==> config.mk <==
export PLATFORM = sky130hd
export DESIGN_NAME = memory_stage
export DESIGN_NICKNAME = d
export VERILOG_FILES = /design/src/rtl/memory_stage.sv
export SDC_FILE = /design/constraint.sdc
export NUM_CORES = 1
export LEC_CHECK = 0
export CORE_AREA = 2 2 115 117
export CTS_CLUSTER_DIAMETER = 80
export DETAILED_ROUTE_END_ITERATION = 6
export DIE_AREA = 0 0 117 119
export PLACE_DENSITY = 0.78
export SLEW_MARGIN = 15
export SYNTH_ARGS = -nofsm -noshare
export SYNTH_HDL_FRONTEND = slang
export SYNTH_SLANG_ARGS = --single-unit
==> constraint.sdc <==
create_clock -name clk -period 4.74 [get_ports clk]
set_input_delay 0.711 -clock clk [delete_from_list [all_inputs] [get_ports clk]]
set_output_delay 0.711 -clock clk [all_outputs]
set_load 0.005 [all_outputs]
==> src/rtl/memory_stage.sv <==
// Data-memory pipeline stage: one load/store transaction per instruction with
// byte-lane steering, store strobes, load extension and alignment faulting.
module memory_stage #(
    parameter int unsigned XLEN = 32
) (
    input  logic              clk,
    input  logic              rst,
    input  logic              in_valid,
    output logic              in_ready,
    input  logic [6:0]        opcode,
    input  logic [2:0]        func3,
    input  logic [XLEN-1:0]   valE,
    input  logic [XLEN-1:0]   valB,
    output logic              out_valid,
    input  logic              out_ready,
    output logic [XLEN-1:0]   valM,
    output logic              mem_fault,
    output logic              dmem_req_valid,
    input  logic              dmem_req_ready,
    output logic [XLEN-1:0]   dmem_addr,
    output logic              dmem_we,
    output logic [XLEN-1:0]   dmem_wdata,
    output logic [XLEN/8-1:0] dmem_wstrb,
    input  logic              dmem_rsp_valid,
    input  logic [XLEN-1:0]   dmem_rdata
);

    localparam int unsigned NB = XLEN / 8;
    localparam logic [6:0] OP_LOAD  = 7'b0000011;
    localparam logic [6:0] OP_STORE = 7'b0100011;

    if (XLEN != 32) begin : g_bad_xlen
        $error("memory_stage supports only XLEN == 32");
    end

    typedef enum logic [1:0] {IDLE, REQ, WAIT_RSP, DONE} state_t;

    state_t            state_q, state_d;
    logic [2:0]        func3_q, func3_d;
    logic [1:0]        lane_q, lane_d;
    logic              in_ready_q, in_ready_d;
    logic              out_valid_q, out_valid_d;
    logic [XLEN-1:0]   valm_q, valm_d;
    logic              fault_q, fault_d;
    logic              req_valid_q, req_valid_d;
    logic [XLEN-1:0]   addr_q, addr_d;
    logic              we_q, we_d;
    logic [XLEN-1:0]   wdata_q, wdata_d;
    logic [NB-1:0]     wstrb_q, wstrb_d;

    logic              is_load, is_store, legal_f3, aligned;
    logic [NB-1:0]     st_wstrb;
    logic [XLEN-1:0]   st_wdata;
    logic [7:0]        rbyte;
    logic [15:0]       rhalf;
    logic [XLEN-1:0]   ld_data;

    // Decode of the instruction presented by the execute stage
    always_comb begin
        is_load  = (opcode == OP_LOAD);
        is_store = (opcode == OP_STORE);
        legal_f3 = 1'b0;
        if (is_load)
            legal_f3 = (func3 == 3'd0) || (func3 == 3'd1) || (func3 == 3'd2) ||
                       (func3 == 3'd4) || (func3 == 3'd5);
        else if (is_store)
            legal_f3 = (func3 == 3'd0) || (func3 == 3'd1) || (func3 == 3'd2);
        case (func3[1:0])
            2'd1:    aligned = (valE[0] == 1'b0);
            2'd2:    aligned = (valE[1:0] == 2'b00);
            default: aligned = 1'b1;
        endcase
        case (func3[1:0])
            2'd0: begin
                st_wstrb = NB'(4'b0001) << valE[1:0];
                st_wdata = {4{valB[7:0]}};
            end
            2'd1: begin
                st_wstrb = NB'(4'b0011) << valE[1:0];
                st_wdata = {2{valB[15:0]}};
            end
            default: begin
                st_wstrb = NB'(4'b1111);
                st_wdata = valB;
            end
        endcase
    end

    // Lane selection and extension of the returned read word
    always_comb begin
        case (lane_q)
            2'd0:    rbyte = dmem_rdata[7:0];
            2'd1:    rbyte = dmem_rdata[15:8];
            2'd2:    rbyte = dmem_rdata[23:16];
            default: rbyte = dmem_rdata[31:24];
        endcase
        rhalf = lane_q[1] ? dmem_rdata[31:16] : dmem_rdata[15:0];
        case (func3_q)
            3'd0:    ld_data = {{24{rbyte[7]}}, rbyte};
            3'd1:    ld_data = {{16{rhalf[15]}}, rhalf};
            3'd4:    ld_data = {24'd0, rbyte};
            3'd5:    ld_data = {16'd0, rhalf};
            default: ld_data = dmem_rdata;
        endcase
    end

    always_comb begin
        state_d     = state_q;
        func3_d     = func3_q;
        lane_d      = lane_q;
        in_ready_d  = in_ready_q;
        out_valid_d = out_valid_q;
        valm_d      = valm_q;
        fault_d     = fault_q;
        req_valid_d = req_valid_q;
        addr_d      = addr_q;
        we_d        = we_q;
        wdata_d     = wdata_q;
        wstrb_d     = wstrb_q;
        case (state_q)
            IDLE: begin
                if (in_valid && in_ready_q) begin
                    in_ready_d = 1'b0;
                    func3_d    = func3;
                    lane_d     = valE[1:0];
                    valm_d     = '0;
                    if ((is_load || is_store) && legal_f3 && aligned) begin
                        state_d     = REQ;
                        req_valid_d = 1'b1;
                        addr_d      = {valE[XLEN-1:2], 2'b00};
                        we_d        = is_store;
                        wdata_d     = is_store ? st_wdata : '0;
                        wstrb_d     = is_store ? st_wstrb : '0;
                    end else begin
                        // Non-memory ops complete without faulting; bad accesses fault
                        state_d     = DONE;
                        out_valid_d = 1'b1;
                        fault_d     = is_load || is_store;
                    end
                end
            end
            REQ: begin
                if (dmem_req_ready) begin
                    req_valid_d = 1'b0;
                    if (we_q) begin
                        state_d     = DONE;
                        out_valid_d = 1'b1;
                        fault_d     = 1'b0;
                    end else begin
                        state_d = WAIT_RSP;
                    end
                end
            end
            WAIT_RSP: begin
                if (dmem_rsp_valid) begin
                    state_d     = DONE;
                    valm_d      = ld_data;
                    fault_d     = 1'b0;
                    out_valid_d = 1'b1;
                end
            end
            default: begin
                if (out_ready) begin
                    state_d     = IDLE;
                    out_valid_d = 1'b0;
                    in_ready_d  = 1'b1;
                    valm_d      = '0;
                    fault_d     = 1'b0;
                end
            end
        endcase
    end

    always_ff @(posedge clk or posedge rst) begin
        if (rst) begin
            state_q     <= IDLE;
            func3_q     <= '0;
            lane_q      <= '0;
            in_ready_q  <= 1'b1;
            out_valid_q <= 1'b0;
            valm_q      <= '0;
            fault_q     <= 1'b0;
            req_valid_q <= 1'b0;
            addr_q      <= '0;
            we_q        <= 1'b0;
            wdata_q     <= '0;
            wstrb_q     <= '0;
        end else begin
            state_q     <= state_d;
            func3_q     <= func3_d;
            lane_q      <= lane_d;
            in_ready_q  <= in_ready_d;
            out_valid_q <= out_valid_d;
            valm_q      <= valm_d;
            fault_q     <= fault_d;
            req_valid_q <= req_valid_d;
            addr_q      <= addr_d;
            we_q        <= we_d;
            wdata_q     <= wdata_d;
            wstrb_q     <= wstrb_d;
        end
    end

    assign in_ready       = in_ready_q;
    assign out_valid      = out_valid_q;
    assign valM           = valm_q;
    assign mem_fault      = fault_q;
    assign dmem_req_valid = req_valid_q;
    assign dmem_addr      = addr_q;
    assign dmem_we        = we_q;
    assign dmem_wdata     = wdata_q;
    assign dmem_wstrb     = wstrb_q;

endmodule
Word level (Yosys, flattened, before mapping)
Cells that the tools add are included.
{ "totals": {"ff_bits": 110, "out_inout_bits": 105, "wordCells": 105} }
{ "classes": {"eq_ne": 21, "shifts": 2, "muxes": 41, "bitwise_logic": 3, "reduce_logical": 26} }
{ "op_table": {"columns": ["operator", "count"], "rows": [
  ["32-bit two-way mux", 4],
  ["32-bit case mux with 4 select lines", 1],
  ["32-bit case mux with 3 select lines", 1],
  ["32-bit case mux with 2 select lines", 1],
  ["8-bit case mux with 3 select lines", 1],
  ["1-bit two-way mux", 19],
  ["16-bit two-way mux", 1],
  ["3-bit equality test, second input constant", 4],
  ["2-bit != test, second input constant", 6],
  ["4-bit AND reduction", 3],
  ["2-bit two-way mux", 5],
  ["2-bit zero test", 4],
  ["4-bit case mux with 2 select lines", 1],
  ["7-bit by 2-bit equality test with 1-bit output, second input constant", 1],
  ["7-bit by 6-bit equality test with 1-bit output, second input constant", 1],
  ["2-bit by 1-bit equality test with 1-bit output, second input constant", 3],
  ["2-bit equality test, second input constant", 3],
  ["3-bit by 1-bit equality test with 1-bit output, second input constant", 2],
  ["3-bit zero test", 2],
  ["1-bit case mux with 2 select lines", 3],
  ["1-bit case mux with 3 select lines", 2],
  ["2-bit case mux with 3 select lines", 1],
  ["3-bit AND reduction", 2],
  ["6-bit AND reduction", 1],
  ["12 further kinds", 21]
]} }

Logic depth before layout (Yosys ltp)
Gate-level depths: netlist (run 1).
{ "logic_depth": {"word_depth": 11, "depth_mapped": 9, "mapped_depth_nobuf": 6} }

Worst setup path before layout (run 1)
No wires, ideal clock.
{ "synth_timing": {"path_kind": "input port to flip-flop", "startpoint": "input port func3[1]", "endpoint": "register addr_q[10] (netlist: dmem_addr[10])", "t_arrival_ps": 2352, "required_time_ps": 4615, "setup_slack_ps": 2263, "stages": 8, "n_path_buf": 2, "cell_sequence": "inv_1 ha_1 a2bb2oi_1 o211ai_1 nor3_2 buf_4 buf_4 mux2_2"} }
{ "synth_between": {"elab_chain_cells": 9} }
{ "synth_rtl": {"columns": ["element", "line_no", "rtl"], "rows": [
  ["start: declaration", "11", "input logic [2:0] func3,"],
  ["3-bit by 1-bit equality test with 1-bit output / 3-bit zero test (equally long branches)", "64, 67", null],
  ["1-bit logical OR (2 in series)", "64, 67", null],
  ["1-bit logical OR", "64", "legal_f3 = (func3 == 3'd0) || (func3 == 3'd1) || (func3 == 3'd2) ||"],
  ["1-bit logical OR", "65", "(func3 == 3'd4) || (func3 == 3'd5);"],
  ["1-bit two-way mux", "63", "if (is_load)"],
  ["1-bit logical AND", "127", "if ((is_load || is_store) && legal_f3 && aligned) begin"],
  ["1-bit logical AND (*)", "127", null],
  ["3-bit AND reduction (no line) (*)", null, null],
  ["end signal: assignment", "197", "addr_q <= addr_d;"],
  ["end: declaration", "46", "logic [XLEN-1:0] addr_q, addr_d;"]
]} }
Mark *: on every way between the ends. The rest lies on a longest branch, timed or not.
A chain may end at the register's enable or synchronous reset.

Final worst setup path (run 1)
{ "layout_timing": {"startpoint": "input port func3[1]", "endpoint": "register wdata_q[4] (netlist: dmem_wdata[4])"} }
{ "layout_between": {"elab_chain_cells": 9} }
{ "layout_rtl": {"columns": ["element", "line_no", "rtl"], "rows": [
  ["3-bit by 1-bit equality test with 1-bit output / 3-bit zero test (equally long branches)", "64, 67", null],
  ["1-bit logical OR (2 in series)", "64, 67", null],
  ["1-bit logical OR", "64", null],
  ["1-bit logical OR", "65", null],
  ["1-bit two-way mux", "63", null],
  ["1-bit logical AND", "127", null],
  ["1-bit logical AND (*)", "127", null],
  ["3-bit AND reduction (no line) (*)", null, null],
  ["end signal: assignment", "199", "wdata_q <= wdata_d;"],
  ["end: declaration", "48", "logic [XLEN-1:0] wdata_q, wdata_d;"]
]} }
Marked as above.

==> impl_metrics.csv, run 1 <==
group,metric,value,unit
run_status,status,"finished clean",
global_route,grt_max_degree,84,
drt,drc,0,
power_and_ir_drop,p_sw,1.05,mW
sta,period_needed,3.63,ns
clock_tree,cts_buffers,9,
logic_synthesis,syn-cell-area,0.00546,mm²
cells_and_area,layoutNonFillerInstCount,860,
clock_tree,cts_hold_buf,0,
sta,rsz0062_at_grt,"no",
global_route,grt.overflow.total,0,
critical_path,startpoint_type,"primary input",
critical_path,required,5.01,ns
clock_tree,clockRootBuffer,"clkbuf_16",
logic_synthesis,ys_seq_area_share,50.4,%
power_and_ir_drop,switching_share,34.6,%
run,drv_cap,0,
drt,wl_per_cell,18.3,µm
logic_synthesis,synth.distinct_cells,51,
floorplan,dieArea,0.0139,mm²
logic_synthesis,syn_area_per_cell,11.4,µm²
logic_synthesis,yosysWarnings,0,
critical_path,end_kind,"register",
drt,drtPass1Iterations,4,
floorplan,die_h,119,µm
placed_design,dp_cells,844,
global_route,grt_pass1_vias,4916,
power_and_ir_drop,power_frac_clock,25.2,%
cells_and_area,post-route-util,62.3,%
floorplan,ios,217,
power_and_ir_drop,p_total,3.04,mW
cells_and_area,antennaDiodeCount,0,
clock_tree,cts_tree,"yes",
clock_tree,cts_setup_buffers,0,
placed_design,io_buffers,214,
sta,setup_viol,0,
cells_and_area,nNetsFinal,798,
sta,finalMaxSlewViolations,0,
sta,layout_setup_ws,1.11,ns
global_route,antenna_found_initial,0,
worst_hold_path,hold_class,"register to register",
cells_and_area,drive_gt1_share,16.2,%
placed_design,place_hpwl,11.7,mm
placed_design,pre_cts_slack,0.732,ns
floorplan,rows,42,
critical_path,cpPeakStageDelay,0.63,ns
drt,dr_total_vias,4661,
floorplan,start_util,42.4,%
clock_tree,post_cts_resized,0,
drt,postRouteAntennaNets,0,
logic_synthesis,ys_ff_latch,110,
critical_path,path_cells,"clkdlybuf4s50_1 > inv_1 > ha_1 > a2bb2oi_1 > o211ai_1 > nor3_4 > buf_12 > buf_4 > mux2i_1",
power_and_ir_drop,p_int,1.99,mW
logic_synthesis,postSynthCellCount,481,
drt,routed_wl,15.7,mm
power_and_ir_drop,leakagePower,3.54,nW
power_and_ir_drop,power_frac_seq,39.6,%
critical_path,critPathKind,"primary input to register",
power_and_ir_drop,ir_drop,318,µV
clock_tree,clkTransAtPathRegs,0.08,ns
power_and_ir_drop,combPwrFrac,35.2,%
floorplan,core_area,0.0129,mm²
sta,finClkSkew,0.0115,ns
global_route,grt_pass1_wl,25.2,mm
drt,vias_per_cell,5.42,
critical_path,cp_max_fo,52,
critical_path,cp_slowest_cell,"ha_1",
sta,finalHoldViolCount,0,
drt,drtIter0Drc,325,
power_and_ir_drop,powerDensity,379,mW/mm²
global_route,gr-usage-all-layers,23.3,%
clock_tree,clock_sinks,110,
clock_tree,h-tree-depth,3,
sta,finalSetupTns,0,ns
clock_tree,cts_buffer_depth,2,
sta,fmax,275,MHz
floorplan,die_w,117,µm
placed_design,gp_congestion,0.873,
sta,tightest_slew,1.12,ns
sta,fin_crit_sh,76.7,%
sta,slew_headroom,25.4,%
clock_tree,clock_latency,0.36,ns
critical_path,arrival,3.91,ns
cells_and_area,area_growth,46.9,%
-- critical path: cells and delay by family --
kind / cells / cell delay, ns
buf+inv: 4 / 1.20
compound gates: 2 / 0.53
mux: 1 / 0.21
fa+ha+maj: 1 / 0.63
simple gates: 1 / 0.57
-- power by group through the flow --
| stage | Sequential (mW) | Combinational (mW) | Clock [mW] |
|---|---|---|---|
| 4_1_cts | 1.20 | 1.08 | 0.794 |
| 6_report | 1.20 | 1.07 | 0.767 |
| 5_1_grt | 1.22 | 1.19 | 0.837 |
| 2_1_floorplan | 1.15 | 0.707 | 0 |
| 3_5_place_dp | 1.22 | 1.07 | 0 |
| 3_3_place_gp | 1.21 | 1.04 | 0 |
-- final timing paths --
kind / start / cells after the start / endpoint / slack (ns)
max reg2reg: state_q[0]$_DFFE_PP0P_ / 7 / dmem_wdata[4]$_DFFE_PP0P_ / 1.96
min reg2reg: valM[5]$_DFFE_PP0P_ / 1 / valM[5]$_DFFE_PP0P_ / 0.50
max: func3[1] / 9 / dmem_wdata[4]$_DFFE_PP0P_ / 1.11
max in group asynchronous: rst / 3 / valM[23]$_DFFE_PP0P_ / 2.82
min: valM[5]$_DFFE_PP0P_ / 1 / valM[5]$_DFFE_PP0P_ / 0.50
min in group asynchronous: rst / 2 / dmem_addr[26]$_DFFE_PP0P_ / 0.93
-- kinds of logic (layout without fill, tap and decap cells) --
group / Yosys count / count (layout) / share of synthesized area, %
flip-flops: 110 / 110 / 50.4
adder cells (fa/ha/maj): 7 / 7 / 1.60
AND/OR/NAND/NOR: 116 / 116 / 10.6
buffers and inverters: 57 / 259 / 4.88
other: 1 / 2 / 0.0686
multiplexers: 87 / 87 / 17.7
AO/OA/AOI/OAI: 103 / 103 / 14.8
-- placed cells by master (no fill, tap or decap), drive strengths merged, types with 2 or more instances in the layout --
cell / netlist / final
a32o: 9 / 9
a31oi: 2 / 2
or3: 3 / 3
nand3b: 3 / 3
a221o: 16 / 16
mux2i: 19 / 19
a22oi: 16 / 16
o2bb2ai: 8 / 8
clkinv: 1 / 6
or2: 2 / 2
nor2b: 9 / 9
buf: 18 / 5
a21boi: 2 / 2
mux2: 67 / 67
o21ai: 18 / 18
clkbuf: 15 / 9
nand2: 46 / 46
conb: 1 / 2
clkdlybuf4s50: 0 / 214
inv: 23 / 25
nor3: 2 / 2
a21oi: 23 / 23
ha: 7 / 7
nor2: 17 / 17
nand3: 9 / 9
nor4: 3 / 3
nand2b: 18 / 18
dfrtp: 109 / 109
-- cell type report --
cell class	count	area, µm²
Fill cell	1035	4850
Sequential cell	110	2750
Multi-Input combinational cell	315	2450
Timing Repair Buffer	219	2190
Clock buffer	9	225
Tap cell	176	220
Inverter	24	92.6
Clock inverter	7	88.8
-- sequential cells by signal, summed over array words and instances (netlist names) --
signal          count
state_q             2
in_ready            1
dmem_addr          30
out_valid           1
dmem_we             1
lane_q              2
dmem_req_valid      1
dmem_wdata         32
mem_fault           1
dmem_wstrb          4
valM               32
func3_q             3
-- layer usage --
metal	share of wire [%]	wire length, µm	global-route usage (%)
met2	47	7450	37.0
met5	0	0	0
met4	1.9	306	7.06
met3	11	1760	10.4
met1	39	6210	28.4
-- cell usage after synthesis, drive strengths merged --
| library cell | count | area share (%) |
|---|---|---|
| dfstp | 1 | 0.48 |
| o31a | 1 | 0.16 |
| a31oi | 2 | 0.50 |
| mux4 | 1 | 0.41 |
| and2 | 1 | 0.11 |
| o311ai | 1 | 0.16 |
| dfrtp | 109 | 50 |
| mux2 | 67 | 14 |
| a21oi | 23 | 2.1 |
| a211oi | 1 | 0.14 |
| nand3b | 3 | 0.41 |
| nor2b | 9 | 1.0 |
| o21bai | 1 | 0.14 |
| nor2 | 17 | 1.2 |
| o311a | 1 | 0.18 |
| ha | 7 | 1.6 |
| nand3 | 9 | 0.82 |
| or4b | 1 | 0.18 |
| nor3 | 2 | 0.27 |
| clkbuf | 15 | 1.0 |
| inv | 23 | 1.6 |
| mux2i | 19 | 3.5 |
| o2bb2ai | 8 | 1.3 |
| clkinv | 1 | 0.069 |
| a221o | 16 | 3.2 |
| a2bb2oi | 1 | 0.16 |
| nand2 | 46 | 3.2 |
| buf | 18 | 2.2 |
| nand2b | 18 | 2.1 |
| o211ai | 1 | 0.14 |
| a21boi | 2 | 0.48 |
| and3 | 1 | 0.11 |
| and4bb | 1 | 0.23 |
| or3 | 3 | 0.44 |
| nor4 | 3 | 0.34 |
| a32o | 9 | 1.6 |
| a211o | 1 | 0.16 |
| or2 | 2 | 0.23 |
| a22oi | 16 | 2.2 |
| a2111oi | 1 | 0.50 |
| conb | 1 | 0.069 |
| o21ai | 18 | 1.6 |
-- through the flow --
step	cell area [µm²]	hold WS, ns
after CTS	8030	0.502
after global placement	7710	0.475
after floorplan	5470	0.479
final	8030	0.496
after global routing	8030	0.516
after detailed placement	7710	0.480
Power figures use the tool's default switching activity.
==> run 2, diff against run 1 <==
- clock period: 4.74 -> 3.7 ns (I/O delays scaled with it)
==> run 2 against run 1 <==
Effect of this change:
- routed wire length increased by 1.9%
- via count decreased by 0.84%
- clock power increased by 28%
- global-route usage increased by 0.27 points
- power increased by 29%
- clock-buffer cell count increased by 1
- largest cell class unchanged
==> impl_metrics.csv, run 2 (same netlist as run 1, synthesis figures left out) <==
group,metric,value,unit
run_status,status,"finished clean",
floorplan,core_area,0.0129,mm²
sta,period_needed,2.61,ns
critical_path,arrival,2.84,ns
drt,drtIter0Drc,356,
power_and_ir_drop,ir_drop,274,µV
power_and_ir_drop,leakagePower,3.56,nW
cells_and_area,fillerInstances,1021,
cells_and_area,multiInputGateArea,0.00245,mm²
critical_path,cpPeakStageDelay,0.43,ns
critical_path,startpoint_type,"primary input",
cells_and_area,antennaDiodeCount,0,
worst_hold_path,hold_class,"register to register",
critical_path,rrSetupSlack,1.18,ns
clock_tree,h-tree-depth,3,
critical_path,cp_slowest_cell,"clkdlybuf4s50_1",
placed_design,io_buffers,214,
sta,fmax,384,MHz
clock_tree,cts_setup_buffers,0,
power_and_ir_drop,powerDensity,488,mW/mm²
clock_tree,cts_buffer_depth,2,
worst_hold_path,min_path_cells,1,
placed_design,dp_cells,848,
drt,postRouteAntennaNets,0,
floorplan,die_w,117,µm
sta,finalMaxSlewViolations,0,
critical_path,critPathKind,"primary input to register",
cells_and_area,layoutNonFillerInstCount,863,
sta,finalHoldViolCount,0,
cells_and_area,area_growth,47.4,%
sta,layout_setup_ws,1.09,ns
sta,fin_crit_sh,70.5,%
sta,rsz0062_at_grt,"no",
clock_tree,post_cts_resized,0,
sta,tightest_slew,0.969,ns
clock_tree,clkTransAtPathRegs,0.07,ns
cells_and_area,final_common_cell,"clkdlybuf4s50_1",
global_route,grt_pass1_wl,25.4,mm
drt,drtPass1Iterations,4,
clock_tree,cts_tree,"yes",
drt,wl_per_cell,18.6,µm
critical_path,reg2regPathDepth,4,
placed_design,pre_cts_slack,0.730,ns
floorplan,ios,217,
critical_path,timing.critical_path.buf_inv,3,
clock_tree,cts_hold_buf,0,
placed_design,gp_congestion,0.901,
critical_path,cp_max_fo,21,
cells_and_area,layout.cells.most_common_list,"clkdlybuf4s50_1 (214), dfrtp_1 (109), mux2_2 (67), nand2_1 (46), a21oi_1 (23)",
floorplan,rows,42,
clock_tree,clock_sinks,110,
drt,vias_per_cell,5.36,
critical_path,end_kind,"register",
placed_design,place_hpwl,11.8,mm
clock_tree,cts_buffers,9,
floorplan,dieArea,0.0139,mm²
clock_tree,clockRootBuffer,"clkbuf_16",
drt,dr_total_vias,4622,
global_route,grt.overflow.total,0,
global_route,grt_max_degree,65,
cells_and_area,seq_area,0.00275,mm²
sta,slew_headroom,35.2,%
run,drv_cap,0,
drt,drc,0,
sta,worst_hold_slack,0.497,ns
cells_and_area,drive_gt1_share,16.6,%
critical_path,reg2reg_to,"valM[20]$_DFFE_PP0P_",
critical_path,path_cells,"clkdlybuf4s50_1 > inv_1 > ha_1 > a2bb2oi_1 > o211ai_1 > nor3_4 > buf_4 > mux2_2",
sta,setup_viol,0,
critical_path,critPathTopFamily,"buffers and inverters",
worst_hold_path,min-delay-start,"valM[1]$_DFFE_PP0P_",
global_route,gr-usage-all-layers,23.6,%
critical_path,required,3.94,ns
drt,routed_wl,16.0,mm
global_route,grt_pass1_vias,4939,
cells_and_area,nNetsFinal,802,
worst_hold_path,hold_end,"valM[1]$_DFFE_PP0P_",
sta,finalSetupTns,0,ns
floorplan,start_util,42.4,%
global_route,antenna_found_initial,0,
floorplan,die_h,119,µm
clock_tree,clock_latency,0.35,ns
critical_path,r2r-start,"lane_q[1]$_DFFE_PP0P_",
sta,finClkSkew,0.00428,ns
run 2: cell types whose count changed in the layout (fill, tap and decap cells not counted), sizes merged:
cell,before,now
clkinvlp,0,1
bufinv,0,1
clkbuf,9,10
inv,25,23
buf,5,9
clkinv,6,4
run 2: power by group:
group / internal [mW] / switching (mW)
clock network: 0.541 / 0.440
registers: 1.36 / 0.180
logic: 0.732 / 0.680
total: 2.63 / 1.30
run 2: cell type report:
| cell class | count | area share, % |
|---|---|---|
| sequential | 110 | 34.2 |
| multi-input combinational | 315 | 30.5 |
| timing repair buffer | 223 | 27.7 |
| clock buffer | 10 | 2.97 |
| tap | 176 | 2.73 |
| inverter | 24 | 1.15 |
| clock inverter | 5 | 0.746 |
run 2: routing by layer:
metal  part of all wire, %  global-route usage [%]  vias up
li1                      -                       -     2130
met1                    39                    28.8     2231
met2                    48                    37.1      230
met3                    11                    8.80       31
met5                     0                       0        -
met4                   2.4                    10.2        0
run 2: per-stage QoR:
step | area [µm²] | power, mW | utilization, %
floorplan | 5470 | 2.38 | -
global placement | 7750 | 2.92 | 60.2
detailed placement | 7750 | 2.97 | 60.2
CTS | 8050 | 3.96 | 62.6
global route | 8050 | 4.17 | 62.6
finish | 8050 | 3.93 | 62.6
run 2: worst max-delay path by stage:
stage	start	endpoint	slack, ns	cells after the start
after floorplan	rst	dmem_addr[10]$_DFFE_PP0P_	0.24	1
final	func3[1]	dmem_wdata[19]$_DFFE_PP0P_	1.09	8
after global placement	func3[1]	dmem_wdata[18]$_DFFE_PP0P_	0.84	8
after CTS	func3[1]	dmem_wdata[19]$_DFFE_PP0P_	1.10	8
after detailed placement	func3[1]	dmem_wdata[19]$_DFFE_PP0P_	0.73	8
after global routing	state_q[0]$_DFFE_PP0P_	valM[2]$_DFFE_PP0P_	0.96	7
==> run 3, diff against run 2 <==
- clock period: 3.7 -> 2.4 ns (I/O delays scaled with it)
==> run 3 against run 2 <==
Effect of this change:
- cell area rose by 2.0%
- critical path depth fell by 4
- routed wire length rose by 2.2%
- via count rose by 3.1%
- non-clock buffer count rose by 19
- first-iteration DRC count fell by 6.2%
- critical endpoint is now valM[29]$_DFFE_PP0P_
- largest cell class unchanged
==> impl_metrics.csv, run 3 (same netlist as run 1, synthesis figures left out) <==
group,metric,value,unit
power_and_ir_drop,ir_drop,378,µV
cells_and_area,nNetsFinal,821,
global_route,grt.overflow.total,0,
sta,fmax,443,MHz
cells_and_area,antennaDiodeCount,0,
drt,routed_wl,16.4,mm
clock_tree,clockRootBuffer,"clkbuf_16",
critical_path,reg2reg_to,"valM[29]$_DFFE_PP0P_",
placed_design,gp_congestion,0.865,
clock_tree,post_cts_resized,0,
drt,drc,0,
sta,setup_viol,0,
cells_and_area,drive_gt1_share,18.8,%
floorplan,core_area,0.0129,mm²
cells_and_area,layoutNonFillerInstCount,883,
sta,slew_headroom,31.6,%
critical_path,r2r-start,"lane_q[1]$_DFFE_PP0P_",
cells_and_area,final_common_cell,"clkdlybuf4s50_1",
drt,dr_total_vias,4766,
clock_tree,clock_sinks,110,
critical_path,rrSetupSlack,0.15,ns
critical_path,required,2.68,ns
placed_design,place_hpwl,12.3,mm
critical_path,cpPeakStageDelay,0.95,ns
clock_tree,cts_buffer_depth,2,
sta,worst_hold_slack,0.383,ns
sta,finalHoldViolCount,0,
critical_path,cp_max_fo,16,
drt,vias_per_cell,5.40,
clock_tree,cts_setup_buffers,0,
floorplan,die_h,119,µm
global_route,grt_pass1_wl,25.6,mm
worst_hold_path,hold_class,"primary input to async pin",
critical_path,startpoint_type,"register",
drt,drtPass1Iterations,5,
floorplan,die_w,117,µm
drt,postRouteAntennaNets,0,
clock_tree,cts_hold_buf,0,
drt,drtIter0Drc,334,
global_route,grt_pass1_vias,4961,
sta,tightest_slew,1.03,ns
cells_and_area,fillerInstances,1035,
critical_path,critPathKind,"register to register",
power_and_ir_drop,leakagePower,3.65,nW
global_route,antenna_found_initial,0,
sta,finClkSkew,0.00777,ns
sta,rsz0062_at_grt,"no",
power_and_ir_drop,powerDensity,744,mW/mm²
clock_tree,cts_tree,"yes",
critical_path,end_kind,"register",
critical_path,path_cells,"mux2i_1 > or3_4 > a2111oi_4 > a221o_1",
critical_path,arrival,2.54,ns
placed_design,dp_cells,867,
clock_tree,clock_latency,0.36,ns
clock_tree,clkTransAtPathRegs,0.07,ns
cells_and_area,layout.cells.most_common_list,"clkdlybuf4s50_1 (214), dfrtp_1 (109), mux2_2 (67), nand2_1 (46)",
critical_path,crit_path_start,"lane_q[1]$_DFFE_PP0P_",
floorplan,rows,42,
global_route,grt_max_degree,54,
clock_tree,cts_buffers,9,
floorplan,start_util,42.4,%
sta,finalMaxSlewViolations,0,
run,drv_cap,0,
clock_tree,h-tree-depth,3,
floorplan,ios,217,
critical_path,cp_slowest_cell,"a2111oi_4",
critical_path,reg2regPathDepth,4,
floorplan,dieArea,0.0139,mm²
drt,wl_per_cell,18.5,µm
sta,fin_crit_sh,94.0,%
global_route,gr-usage-all-layers,23.9,%
sta,period_needed,2.25,ns
cells_and_area,area_growth,50.3,%
placed_design,io_buffers,214,
run_status,status,"finished clean",
run 3: report_power, final:
group	switching [mW]	internal, mW	total [mW]	leakage [nW]
clock network	0.695	0.734	1.43	0.135
registers	0.176	2.09	2.27	1.45
logic	1.17	1.24	2.41	2.06
total	2.05	4.07	6.11	3.65
run 3: worst max-delay path by stage:
stage                                            to  slack (ns)  depth (start not counted)
after floorplan           dmem_addr[10]$_DFFE_PP0P_        0.27                          8
after global placement    dmem_addr[12]$_DFFE_PP0P_       -0.08                          8
after detailed placement   dmem_addr[2]$_DFFE_PP0P_       -0.15                          8
after CTS                      valM[19]$_DFFE_PP0P_        0.23                          4
after global routing           valM[19]$_DFFE_PP0P_        0.07                          4
final                          valM[29]$_DFFE_PP0P_        0.15                          4
run 3: through the flow:
step	setup TNS [ns]	setup WS, ns	power, mW	util, %	cell area [µm²]
after floorplan	0	0.274	3.66	-	5470
after global placement	-5.05	-0.0810	4.61	61.6	7940
after global routing	0	0.0738	6.46	63.8	8210
final	0	0.145	6.11	63.8	8210
after CTS	0	0.228	6.14	63.8	8210
after detailed placement	-8.84	-0.153	4.71	61.6	7940
run 3: metal layers:
| layer | up-vias | global-route usage (%) | part of all wire [%] |
|---|---|---|---|
| met1 | 2337 | 28.8 | 39 |
| met4 | 0 | 10.4 | 2.7 |
| met2 | 226 | 38.2 | 47 |
| li1 | 2173 | - | - |
| met3 | 30 | 8.85 | 11 |
| met5 | - | 0 | 0 |
run 3: worst max-delay path: cells and delay by family (launching register included):
family | cells | cell delay, ns
AO/OA/AOI/OAI | 2 | 1.18
flip-flops | 1 | 0.48
multiplexers | 1 | 0.16
AND/OR/NAND/NOR | 1 | 0.36
run 3: cell type report:
class                           instances  area [µm²]  area share, %
Multi-Input combinational cell        315        2450           29.9
Tap cell                              176         220           2.68
Sequential cell                       110        2750           33.5
Clock inverter                          5        35.0          0.427
Timing Repair Buffer                  242        2410           29.4
Clock buffer                           11         243           2.96
Inverter                               24        93.8           1.14
